`src/rtl/kb_code_decoder_pkg.sv`:
```
// Shared constants and types for the PS/2 Set-2 scan-code decoder path.
// Imported by the decoder top and its event FIFO.
package kb_code_decoder_pkg;

   localparam logic [7:0] KB_EXT    = 8'hE0;
   localparam logic [7:0] KB_BRK    = 8'hF0;
   localparam logic [7:0] KB_PAUSE  = 8'hE1;
   localparam logic [7:0] KB_ERR0   = 8'h00;
   localparam logic [7:0] KB_ERR1   = 8'hFF;
   localparam logic [7:0] KB_LSHIFT = 8'h12;
   localparam logic [7:0] KB_RSHIFT = 8'h59;
   localparam logic [7:0] KB_CTRL   = 8'h14;

   localparam int unsigned KB_EVW = 10;

   // Pause is E1 followed by seven more bytes.
   localparam logic [2:0] KB_PAUSE_SKIP = 3'd7;

   typedef enum logic [2:0] {
      StIdle,
      StExt,
      StBrk,
      StExtBrk,
      StPause
   } kb_state_e;

   typedef struct packed {
      logic       ext;
      logic       brk;
      logic [7:0] code;
   } kb_event_t;

endpackage

```
`src/rtl/kb_event_fifo.sv`:
```
// Generic synchronous first-word-fall-through FIFO with AW+1 bit pointers.
// Head data is combinational from storage and forced to zero while empty.
module kb_event_fifo #(
   parameter int unsigned DW = 10,
   parameter int unsigned AW = 2
) (
   input  logic          clk,
   input  logic          reset,
   input  logic          wr,
   input  logic [DW-1:0] din,
   input  logic          rd,
   output logic [DW-1:0] dout,
   output logic          empty,
   output logic          full
);

   localparam int unsigned Depth = 1 << AW;

   logic [DW-1:0] mem_q [Depth];
   logic [AW:0]   wptr_q, wptr_d;
   logic [AW:0]   rptr_q, rptr_d;
   logic          do_wr, do_rd;

   always_comb begin
      empty = (wptr_q == rptr_q);
      full  = (wptr_q[AW] != rptr_q[AW]) && (wptr_q[AW-1:0] == rptr_q[AW-1:0]);
      // A read while full frees the slot the concurrent write lands in.
      do_wr = wr && (!full || rd);
      do_rd = rd && !empty;
      wptr_d = do_wr ? wptr_q + 1'b1 : wptr_q;
      rptr_d = do_rd ? rptr_q + 1'b1 : rptr_q;
      dout   = empty ? '0 : mem_q[rptr_q[AW-1:0]];
   end

   always_ff @(posedge clk or negedge reset) begin
      if (!reset) begin
         wptr_q <= '0;
         rptr_q <= '0;
      end else begin
         wptr_q <= wptr_d;
         rptr_q <= rptr_d;
      end
   end

   always_ff @(posedge clk) begin
      if (do_wr) begin
         mem_q[wptr_q[AW-1:0]] <= din;
      end
   end

endmodule

```
`src/rtl/kb_code_decoder.sv`:
```
// Turns raw Set-2 scan bytes into {ext, brk, code} key events, tracks Shift/Ctrl,
// and queues events in a small FWFT FIFO.
module kb_code_decoder
   import kb_code_decoder_pkg::*;
#(
   parameter int unsigned FIFO_AW = 2
) (
   input  logic       clk,
   input  logic       reset,
   input  logic       rx_done_tick,
   input  logic [7:0] rx_data,
   input  logic       rd,
   output logic [7:0] key_code,
   output logic       key_ext,
   output logic       key_break,
   output logic       empty,
   output logic       full,
   output logic       overflow_tick,
   output logic       shift_on,
   output logic       ctrl_on
);

   kb_state_e  state_q, state_d;
   logic [2:0] cnt_q, cnt_d;
   logic       lshift_q, lshift_d;
   logic       rshift_q, rshift_d;
   logic       ctrl_q, ctrl_d;
   logic       ovf_q, ovf_d;
   logic       emit;
   kb_event_t  ev;
   kb_event_t  head;

   always_comb begin
      state_d  = state_q;
      cnt_d    = cnt_q;
      emit     = 1'b0;
      ev       = '0;
      if (rx_done_tick) begin
         if (rx_data == KB_ERR0 || rx_data == KB_ERR1) begin
            state_d = StIdle;
         end else begin
            unique case (state_q)
               StIdle: begin
                  if (rx_data == KB_EXT) begin
                     state_d = StExt;
                  end else if (rx_data == KB_BRK) begin
                     state_d = StBrk;
                  end else if (rx_data == KB_PAUSE) begin
                     state_d = StPause;
                     cnt_d   = KB_PAUSE_SKIP;
                  end else begin
                     emit = 1'b1;
                     ev   = '{ext: 1'b0, brk: 1'b0, code: rx_data};
                  end
               end
               StExt: begin
                  if (rx_data == KB_BRK) begin
                     state_d = StExtBrk;
                  end else if (rx_data != KB_EXT) begin
                     emit    = 1'b1;
                     ev      = '{ext: 1'b1, brk: 1'b0, code: rx_data};
                     state_d = StIdle;
                  end
               end
               StBrk: begin
                  // F0 E0 is out of order but still treated as an extended break.
                  if (rx_data == KB_EXT) begin
                     state_d = StExtBrk;
                  end else if (rx_data != KB_BRK) begin
                     emit    = 1'b1;
                     ev      = '{ext: 1'b0, brk: 1'b1, code: rx_data};
                     state_d = StIdle;
                  end
               end
               StExtBrk: begin
                  if (rx_data != KB_EXT && rx_data != KB_BRK) begin
                     emit    = 1'b1;
                     ev      = '{ext: 1'b1, brk: 1'b1, code: rx_data};
                     state_d = StIdle;
                  end
               end
               StPause: begin
                  cnt_d = cnt_q - 3'd1;
                  if (cnt_q == 3'd1) begin
                     emit    = 1'b1;
                     ev      = '{ext: 1'b1, brk: 1'b0, code: KB_PAUSE};
                     state_d = StIdle;
                  end
               end
               default: state_d = StIdle;
            endcase
         end
      end
   end

   // Modifiers follow every emitted event, whether or not the FIFO keeps it.
   always_comb begin
      lshift_d = lshift_q;
      rshift_d = rshift_q;
      ctrl_d   = ctrl_q;
      if (emit) begin
         if (!ev.ext && ev.code == KB_LSHIFT) lshift_d = !ev.brk;
         if (!ev.ext && ev.code == KB_RSHIFT) rshift_d = !ev.brk;
         if (ev.code == KB_CTRL)              ctrl_d   = !ev.brk;
      end
      ovf_d = emit && full && !rd;
   end

   always_ff @(posedge clk or negedge reset) begin
      if (!reset) begin
         state_q  <= StIdle;
         cnt_q    <= '0;
         lshift_q <= 1'b0;
         rshift_q <= 1'b0;
         ctrl_q   <= 1'b0;
         ovf_q    <= 1'b0;
      end else begin
         state_q  <= state_d;
         cnt_q    <= cnt_d;
         lshift_q <= lshift_d;
         rshift_q <= rshift_d;
         ctrl_q   <= ctrl_d;
         ovf_q    <= ovf_d;
      end
   end

   kb_event_fifo #(
      .DW (KB_EVW),
      .AW (FIFO_AW)
   ) u_fifo (
      .clk   (clk),
      .reset (reset),
      .wr    (emit),
      .din   (ev),
      .rd    (rd),
      .dout  (head),
      .empty (empty),
      .full  (full)
   );

   assign key_code      = head.code;
   assign key_ext       = head.ext;
   assign key_break     = head.brk;
   assign overflow_tick = ovf_q;
   assign shift_on      = lshift_q | rshift_q;
   assign ctrl_on       = ctrl_q;

endmodule
```
`config.mk`:
```
export PLATFORM = sky130hd
export DESIGN_NAME = kb_code_decoder
export DESIGN_NICKNAME = d
export VERILOG_FILES = /design/src/rtl/kb_code_decoder_pkg.sv /design/src/rtl/kb_event_fifo.sv /design/src/rtl/kb_code_decoder.sv
export SDC_FILE = /design/constraint.sdc
export NUM_CORES = 1
export LEC_CHECK = 0
export BUFFER_PORTS_ARGS = -buffer_cell sky130_fd_sc_hd__buf_2
export CORE_MARGIN = 2
export CORE_UTILIZATION = 27
export DETAILED_ROUTE_END_ITERATION = 6
export PLACE_DENSITY = 0.48
export SETUP_SLACK_MARGIN = 0.3
export SLEW_MARGIN = 30
export SYNTH_ARGS = -nofsm -noshare
export SYNTH_HDL_FRONTEND = slang
export SYNTH_SLANG_ARGS = --single-unit
```
`constraint.sdc`:
```
create_clock -name clk -period 6.9 [get_ports clk]
set_clock_uncertainty 0.2 [all_clocks]
set_input_delay 0.345 -clock clk [delete_from_list [all_inputs] [get_ports clk]]
set_output_delay 0.345 -clock clk [all_outputs]
set_load 0.02 [all_outputs]
```
**After elaboration in Yosys (flattened, before gate mapping)**

Memory sizes are Yosys's and may differ from the RTL's.
Index checks and enable logic that the tools add are counted.
W data, S select, Z words.

- Memories: 1
- Input bits: 12
- Memory bits (writable): 40
- Output and inout port bits: 15
- Bits in registers: 16

- Reduce and logical (&&, ||, !) cells: 23
- Equal/unequal tests: 25
- Bitwise operators: 2
- Muxes and demuxes: 42
- $add $sub $neg: 3

Memory list:

| memory | words | width | rd ports | clocked after Yosys merged registers in | write ports | line | source |
|---|---|---|---|---|---|---|---|
| u_fifo.mem_q | 4 | 10 | 1 | 0 | 1 | kb_event_fifo.sv:19 | `logic [DW-1:0] mem_q [Depth];` |

Operators by type and width:

| operator | number |
|---|---|
| $mux W10 | 7 |
| $pmux W10 S5 | 1 |
| $mux W3 | 13 |
| $eq A8 B8 Y1 const B | 4 |
| $mux W8 | 3 |
| $mux W9 | 2 |
| $eq A8 B5 Y1 const B | 2 |
| $ne A8 B8 Y1 const B | 2 |
| $pmux W3 S5 | 1 |
| $mux W1 | 13 |
| $reduce_and A6 Y1 | 2 |
| $eq A8 B7 Y1 const B | 1 |
| $logic_and A1 B1 Y1 | 8 |
| $logic_not A8 Y1 | 1 |
| $ne A4 B4 Y1 const B | 2 |
| $add A3 B1 Y3 const B | 2 |
| $eq A3 B1 Y1 const B | 2 |
| $eq A3 B2 Y1 const B | 2 |
| $ne A2 B2 Y1 const B | 3 |
| $ne A3 B3 Y1 const B | 2 |
| $pmux W3 S2 | 1 |
| $reduce_and A2 Y1 | 3 |
| $logic_not A1 Y1 | 5 |
| $ne A5 B5 Y1 const B | 1 |
| 11 further kinds | 12 |

**Logic depth before layout (Yosys ltp)**

Gate-level depths: netlist of run 1.

- Word-level depth: 10
- Mapped depth: 7
- Gate-level depth less buffers: 7

**Hierarchy**

Synthesis of run 1 repeated with hierarchy kept, for this count alone.

- Cells, all modules: 204
- Area, all modules: 2,772.7 um2

Modules (own cells, without submodules):

| module | cells each | times used | area an instance (um2) |
|---|---|---|---|
| kb_event_fifo | 98 | 1 | 1,919.3 |
| kb_code_decoder | 106 | 1 | 853.3 |

**Least setup slack after synthesis of run 1**

No wires, ideal clock.

- Kind: register to register
- Start point: reg state_q[0]
- End point: mem u_fifo.mem_q[0][0] (enable)
- Slack: 4.743 ns
- Path buffers: 0
- Setup time: 0.343 ns
- Data arrival time: 1.614 ns
- Stages on the path, launching flop included: 6
- Period minus slack after synthesis: 2.157 ns
- Cell sequence: dfrtp_1 or2_1 nand2_1 nand4_2 a211oi_4 and2_1

- Cells in the longest elaborated chain, start to end: 7

Ends and longest elaborated chain:

| what | line | source |
|---|---|---|
| from (decl) | kb_code_decoder.sv:23 | `kb_state_e state_q, state_d;` |
| from (signal assigned) | kb_code_decoder.sv:111 | `state_q <= StIdle;` |
| from (signal assigned) | kb_code_decoder.sv:118 | `state_q <= state_d;` |
| $eq A3 B3 Y1 (tied with other cells) | kb_code_decoder.sv:42 | `unique case (state_q)` |
| $pmux W1 S5 (*) | kb_code_decoder.sv:42 |  |
| $mux W1 (*) | kb_code_decoder.sv:39 | `if (rx_data == KB_ERR0 \|\| rx_data == KB_ERR1) begin` |
| $mux W1 (*) | kb_code_decoder.sv:38 | `if (rx_done_tick) begin` |
| $logic_and A1 B1 Y1 (*) | kb_event_fifo.sv:28 | `do_wr = wr && (!full \|\| rd);` |
| $mux W1 (*) | kb_event_fifo.sv:46 | `if (do_wr) begin` |
| $mux W1 (implied by the code) (*) | kb_event_fifo.sv:47 | `mem_q[wptr_q[AW-1:0]] <= din;` |
| to (decl) | kb_event_fifo.sv:19 |  |

Mark *: on every way between the ends. The rest lies on a longest branch, timed or not.

**Final worst setup path of run 1**

- Start point: reg u_fifo.rptr_q[0]
- End point: out key_code[2]

- Cells in the longest elaborated chain, start to end: 2

Ends and longest elaborated chain:

| what | line | source |
|---|---|---|
| from (decl) | kb_event_fifo.sv:21 | `logic [AW:0] rptr_q, rptr_d;` |
| from (signal assigned) | kb_event_fifo.sv:41 | `rptr_q <= rptr_d;` |
| $mem_v2 Z4 W10 or $eq A3 B3 Y1 (tied branches) | -- |  |
| $mux W10 (*) | kb_event_fifo.sv:32 | `dout = empty ? '0 : mem_q[rptr_q[AW-1:0]];` |
| to (decl) | kb_code_decoder.sv:13 | `output logic [7:0] key_code,` |

Marks and branches as above.

==> metrics.yaml, run 1 <==
worstPathCellList: "xnor2_1 -> nand2_1 -> nor2_1 -> nor2b_1 -> buf_2"
power-per-cell-area_nw_per_um2: 390
cts_setup_buffers: 0
postRouteAntennaNets: 0
layout-drive-gt1-share_pct: 27.0
p_leak_nw: 1.17
dr.pass1.iters: 4
setup_viol: 0
grt_usage_pct: 10.2
wirelength_microns: 5310
cp_top_family: "flip-flops"
tns_ns: 0
grt_max_degree: 18
fin_nets: 248
cts_root_buffer: "clkbuf_8"
cts_max_level: 2
ys_warn_count: 0
hpwl_microns: 3970
period_share_pct: 42.6
clock_path_buffers: 2
cts_buffers: 5
setup_slack_ns: 3.96
synth-seq-area-share_pct: 57.9
antenna_found_initial: 0
rsz0062_at_grt: "false"
viasPerCell: 4.60
critPathSlowestCell: "dfrtp_1"
clk_pin_slew_ns: 0.10
ctsHoldBuffers: 1
ir_worst_vdd_v: 0.000157
syn-num-nets: 219
maxCapViolCount: 0
start_kind: "flop"
port_buffers: 26
cts_tree: "built"
grt_remaining_overflow: 0
via_count: 1669
worst-path-buf-inv: 1
clock_latency_ns: 0.30
drc_errors: 0
core_sq_um: 9860
post_drt_wl_per_cell_microns: 14.6
diodes: 0
worst_pin_slew_ns: 0.776
grt_pass1_vias: 1700
maxSlewViolCount: 0
start_util_pct: 28.0
drt_iter0_drc: 111
path_max_fanout: 13
ioPinCount: 27
synth_ff_type: "edfxtp_1"
slew_headroom_pct: 48.1
worstPathArrival_ns: 2.39
dpl_worst_slack_ns: 4.14
hold_viol: 0
syn_to_final_growth_pct: 13.4
yosys_register_bits: 56
row_count: 36
cp.required_ns: 6.36
clkSinkCount: 56
yosysUniqueCellTypes: 53
min_path_type: "input pin to flop"
netlist_area_sq_um: 2770
synth_edf_count: 40
async_flop_share_pct: 28.6
cts_resized: 0
fmax_ghz: 0.340
end_kind: "primary output"
die_area_sq_um: 11100
status: "finished, final reports clean"
cp_slowest_stage_delay_ns: 0.85
routabilityCongestion: 0.803
die_y_microns: 105
crit_type: "flop to primary output"
grt_pass1_wl_microns: 8950
holdWs_ns: 0.0481
die_w_microns: 105
layout_min_cycle_time_ns: 2.94
syn_inst: 200
syn_avg_cell_area_sq_um: 13.8
==> cells in the mapped netlist (all sizes together) (2+ instances only) <==
master | count | area share [%]
edfxtp | 40 | 43
dfrtp | 16 | 14
nand2 | 14 | 1.9
nor2b | 11 | 2.5
mux4 | 10 | 8.1
a21oi | 9 | 1.8
inv | 8 | 1.1
nand3 | 8 | 1.4
nor2 | 8 | 1.2
o21ai | 8 | 1.6
and2 | 7 | 1.7
ha | 7 | 3.2
nand4 | 6 | 1.8
xnor2 | 5 | 1.6
mux2 | 4 | 1.6
or2 | 4 | 0.91
and3 | 3 | 0.72
clkbuf | 3 | 0.41
nor4 | 3 | 0.90
a211oi | 2 | 1.2
buf | 2 | 0.45
nor3b | 2 | 0.54
o21a | 2 | 0.54
xor2 | 2 | 0.91
==> sequential cells by signal (all words and copies together) (netlist names) <==
| name | flops |
|---|---|
| u_fifo.wptr_q | 3 |
| ctrl_on | 1 |
| overflow_tick | 1 |
| state_q | 3 |
| cnt_q | 3 |
| u_fifo.mem_q | 40 |
| rshift_q | 1 |
| u_fifo.rptr_q | 3 |
| lshift_q | 1 |
==> per-layer routing <==
layer,up-vias,part of all wire [%],track usage [%]
met5,-,0,0
met4,0,1.1,2.86
met3,5,3.5,1.87
met2,31,45,15.2
met1,822,50,15.3
li1,811,-,-
==> placed cells by master (no fill, tap or decap), types with 2 or more instances in the layout <==
cell,n
a21oi_1,8
and2_1,6
and3_1,2
buf_2,26
clkbuf_8,5
dfrtp_1,16
edfxtp_1,40
ha_1,7
inv_1,8
mux2_1,3
mux4_2,10
nand2_1,14
nand3_1,8
nand4_1,4
nand4_2,2
nor2_1,7
nor2b_1,11
nor3b_1,2
nor4_1,2
o21a_1,2
o21ai_0,6
or2_2,3
xnor2_1,5
==> kinds of logic after synthesis <==
family,count (synthesis),share of synthesized area [%]
xor gates and xnor gates,7,2.49
and+or+nand+nor,74,16.2
AOI/OAI and AO/OA,29,8.51
DFF,56,57.9
muxes,14,9.77
buffers and inverters,13,1.95
adders and majority gates,7,3.17
==> through the flow <==
step	power [W]	utilization (%)	instance area, sq um	instances
after floorplan	0.000917	-	2770	200
after global placement	0.00106	30.8	3040	354
after detailed placement	0.00107	30.8	3040	354
after CTS	0.00125	31.8	3140	363
after global routing	0.00131	31.8	3140	363
final	0.00122	31.8	3140	363
==> power by group <==
| group | switching, W | internal [W] | total, W |
|---|---|---|---|
| Combinational | 0.000287 | 0.000225 | 0.000512 |
| Clock | 0.000105 | 0.0000725 | 0.000177 |
| Sequential | 0.0000850 | 0.000450 | 0.000535 |
| Total | 0.000477 | 0.000747 | 0.00122 |
==> worst paths after layout <==
check | start | end | slack, ns | depth (start not counted)
setup / recovery | u_fifo.rptr_q[0] | key_code[2] | 3.96 | 5
hold / removal | rd | overflow_tick | 0.05 | 2
setup reg to reg | u_fifo.rptr_q[0] | u_fifo.mem_q[0][2] | 4.21 | 4
hold reg to reg | rshift_q | rshift_q | 0.30 | 1
max in group asynchronous | reset | u_fifo.wptr_q[1] | 5.92 | 2
min in group asynchronous | reset | u_fifo.wptr_q[0] | 0.29 | 2
==> area by class of cell <==
cell class | instances | area [sq um]
fill | 994 | 6730
multi-input combinational | 131 | 1110
clock buffer | 6 | 72.6
timing repair buffer | 27 | 140
inverter | 8 | 30.0
tap | 133 | 166
clock inverter | 2 | 16.3
sequential | 56 | 1600
Note: power is estimated with default switching activity, not from simulation.
==> inputs of run 2 (changes only) <==
Clock period 6.9 ns to 2.93 ns, I/O delays scaled along.
==> run 2 against run 1 <==
Effect of this change:
- total power up 140%
- first-iteration DRC count down 44%
- via count up 2.4%
- combinational power rose to 2.6 times the previous value
- worst hold slack about the same
- setup slack worse by 3.3 ns
- global-route usage up 0.56 points
- sequential cell count unchanged
- critical path depth unchanged
- register-to-register slack worse by 3.6 ns
- final cell count up 1.7%
- largest cell class unchanged
==> metrics.yaml, run 2 (same netlist as run 1, synthesis figures left out) <==
maxCapViolCount: 0
final_util_pct: 32.4
slew_headroom_pct: 71.2
worstReg2RegEnd: "u_fifo.mem_q[0][0]"
grt_max_degree: 19
routabilityCongestion: 0.864
power-per-cell-area_nw_per_um2: 925
reg2reg_depth: 5
worst-path-buf-inv: 0
rsz0062_at_grt: "false"
die_w_microns: 105
hold_depth: 3
core_sq_um: 9860
ir_worst_vdd_v: 0.000255
cts_tree: "built"
setup_viol: 0
cp.required_ns: 2.72
reg2reg_from: "state_q[0]"
critPathSlowestCell: "dfrtp_1"
p_leak_nw: 1.20
end_kind: "flop"
largest_register_ffs: 40
n_fill_cell: 988
clock_latency_ns: 0.31
tns_ns: 0
status: "finished, final reports clean"
period_share_pct: 78.9
cts_root_buffer: "clkbuf_8"
fmax_ghz: 0.433
clkSinkCount: 56
cts_max_level: 2
final_cell_mix: "edfxtp_1, buf_2, dfrtp_1"
cts_setup_buffers: 0
min_delay_worst_endpoint: "ctrl_on"
hold_viol: 0
cp_top_family: "simple AND/OR/NAND/NOR gates"
diodes: 0
worstPathCellList: "or2_1 -> nand2_1 -> nand4_2 -> a211oi_4 -> and2_2"
grt_usage_pct: 10.8
final_common_cell: "edfxtp_1"
fin_nets: 254
layout_min_cycle_time_ns: 2.31
syn_to_final_growth_pct: 15.4
start_util_pct: 28.0
placed_cells: 358
min_path_type: "input pin to flop"
drt_iter0_drc: 62
start_kind: "flop"
dpl_worst_slack_ns: 0.444
path_max_fanout: 10
setup_slack_ns: 0.619
grt_pass1_wl_microns: 9360
row_count: 36
worstPathArrival_ns: 2.10
layout-drive-gt1-share_pct: 29.7
worst_pin_slew_ns: 0.433
via_count: 1709
cp_slowest_stage_delay_ns: 0.48
seq_area_sq_um: 1600
grt_remaining_overflow: 0
cts_buffers: 5
clock_path_buffers: 2
maxSlewViolCount: 0
grt_pass1_vias: 1749
post_drt_wl_per_cell_microns: 15.0
wirelength_microns: 5520
port_buffers: 26
drc_errors: 0
placed_cell_area_sq_um: 3070
die_y_microns: 105
die_area_sq_um: 11100
ioPinCount: 27
crit_type: "flop to flop"
multi_input_area_sq_um: 1110
clk_pin_slew_ns: 0.11
fin_cells: 369
dr.pass1.iters: 4
viasPerCell: 4.63
rrSetupSlack_ns: 0.62
min_from: "rx_data[2]"
postRouteAntennaNets: 0
antenna_found_initial: 0
final_area_sq_um: 3190
hpwl_microns: 4110
## run 2: worst max-delay path by stage
stage               start                  to  slack, ns  cells after the start
6_report       state_q[0]  u_fifo.mem_q[0][0]       0.62                      5
3_3_place_gp   state_q[0]  u_fifo.mem_q[0][2]       0.50                      5
2_1_floorplan  state_q[0]  u_fifo.mem_q[0][0]       0.77                      5
5_1_grt        state_q[0]            rshift_q       0.45                      6
4_1_cts        state_q[0]  u_fifo.mem_q[0][0]       0.42                      5
3_5_place_dp   state_q[0]  u_fifo.mem_q[0][2]       0.44                      5
## run 2: cell type report
type / instances / share of cell area, %
multi-input combinational: 131 / 34.9
sequential: 56 / 50.2
clock buffer: 5 / 2.16
clock inverter: 3 / 0.666
timing repair buffer: 33 / 5.96
tap: 133 / 5.21
inverter: 8 / 0.941
## run 2: repair_timing
| action | in CTS | in global routing |
|---|---|---|
| hold endpoints to repair | 19 | 0 |
| hold buffers | 3 | 0 |
| gates resized for setup | 0 | 3 |
| setup endpoints to repair | 0 | 20 |
## run 2: report_power, final
| part | switching (W) | internal (W) |
|---|---|---|
| Combinational | 0.000780 | 0.000572 |
| Clock | 0.000258 | 0.000170 |
| Sequential | 0.000111 | 0.00106 |
## run 2: worst reg2reg max path, cell delays in order (launching register included)
cell and delay (ns):
dfrtp_1 0.48, or2_1 0.29, nand2_1 0.09, nand4_2 0.22, a211oi_4 0.34, and2_2 0.37
## run 2: per-layer routing
metal | share of wire, % | track usage, % | wire [microns] | vias up
met1 | 47 | 15.0 | 2620 | 830
li1 | - | - | - | 825
met5 | 0 | 0 | 0 | -
met2 | 46 | 17.1 | 2540 | 50
met4 | 0.60 | 2.57 | 33 | 0
met3 | 6.0 | 2.56 | 330 | 4
## run 2: through the flow
step           total power [W]  hold WS (ns)
2_1_floorplan          0.00216        -0.349
3_3_place_gp           0.00255        -0.100
3_5_place_dp           0.00257       -0.0917
4_1_cts                0.00300        0.0473
5_1_grt                0.00320        0.0431
6_report               0.00295        0.0486
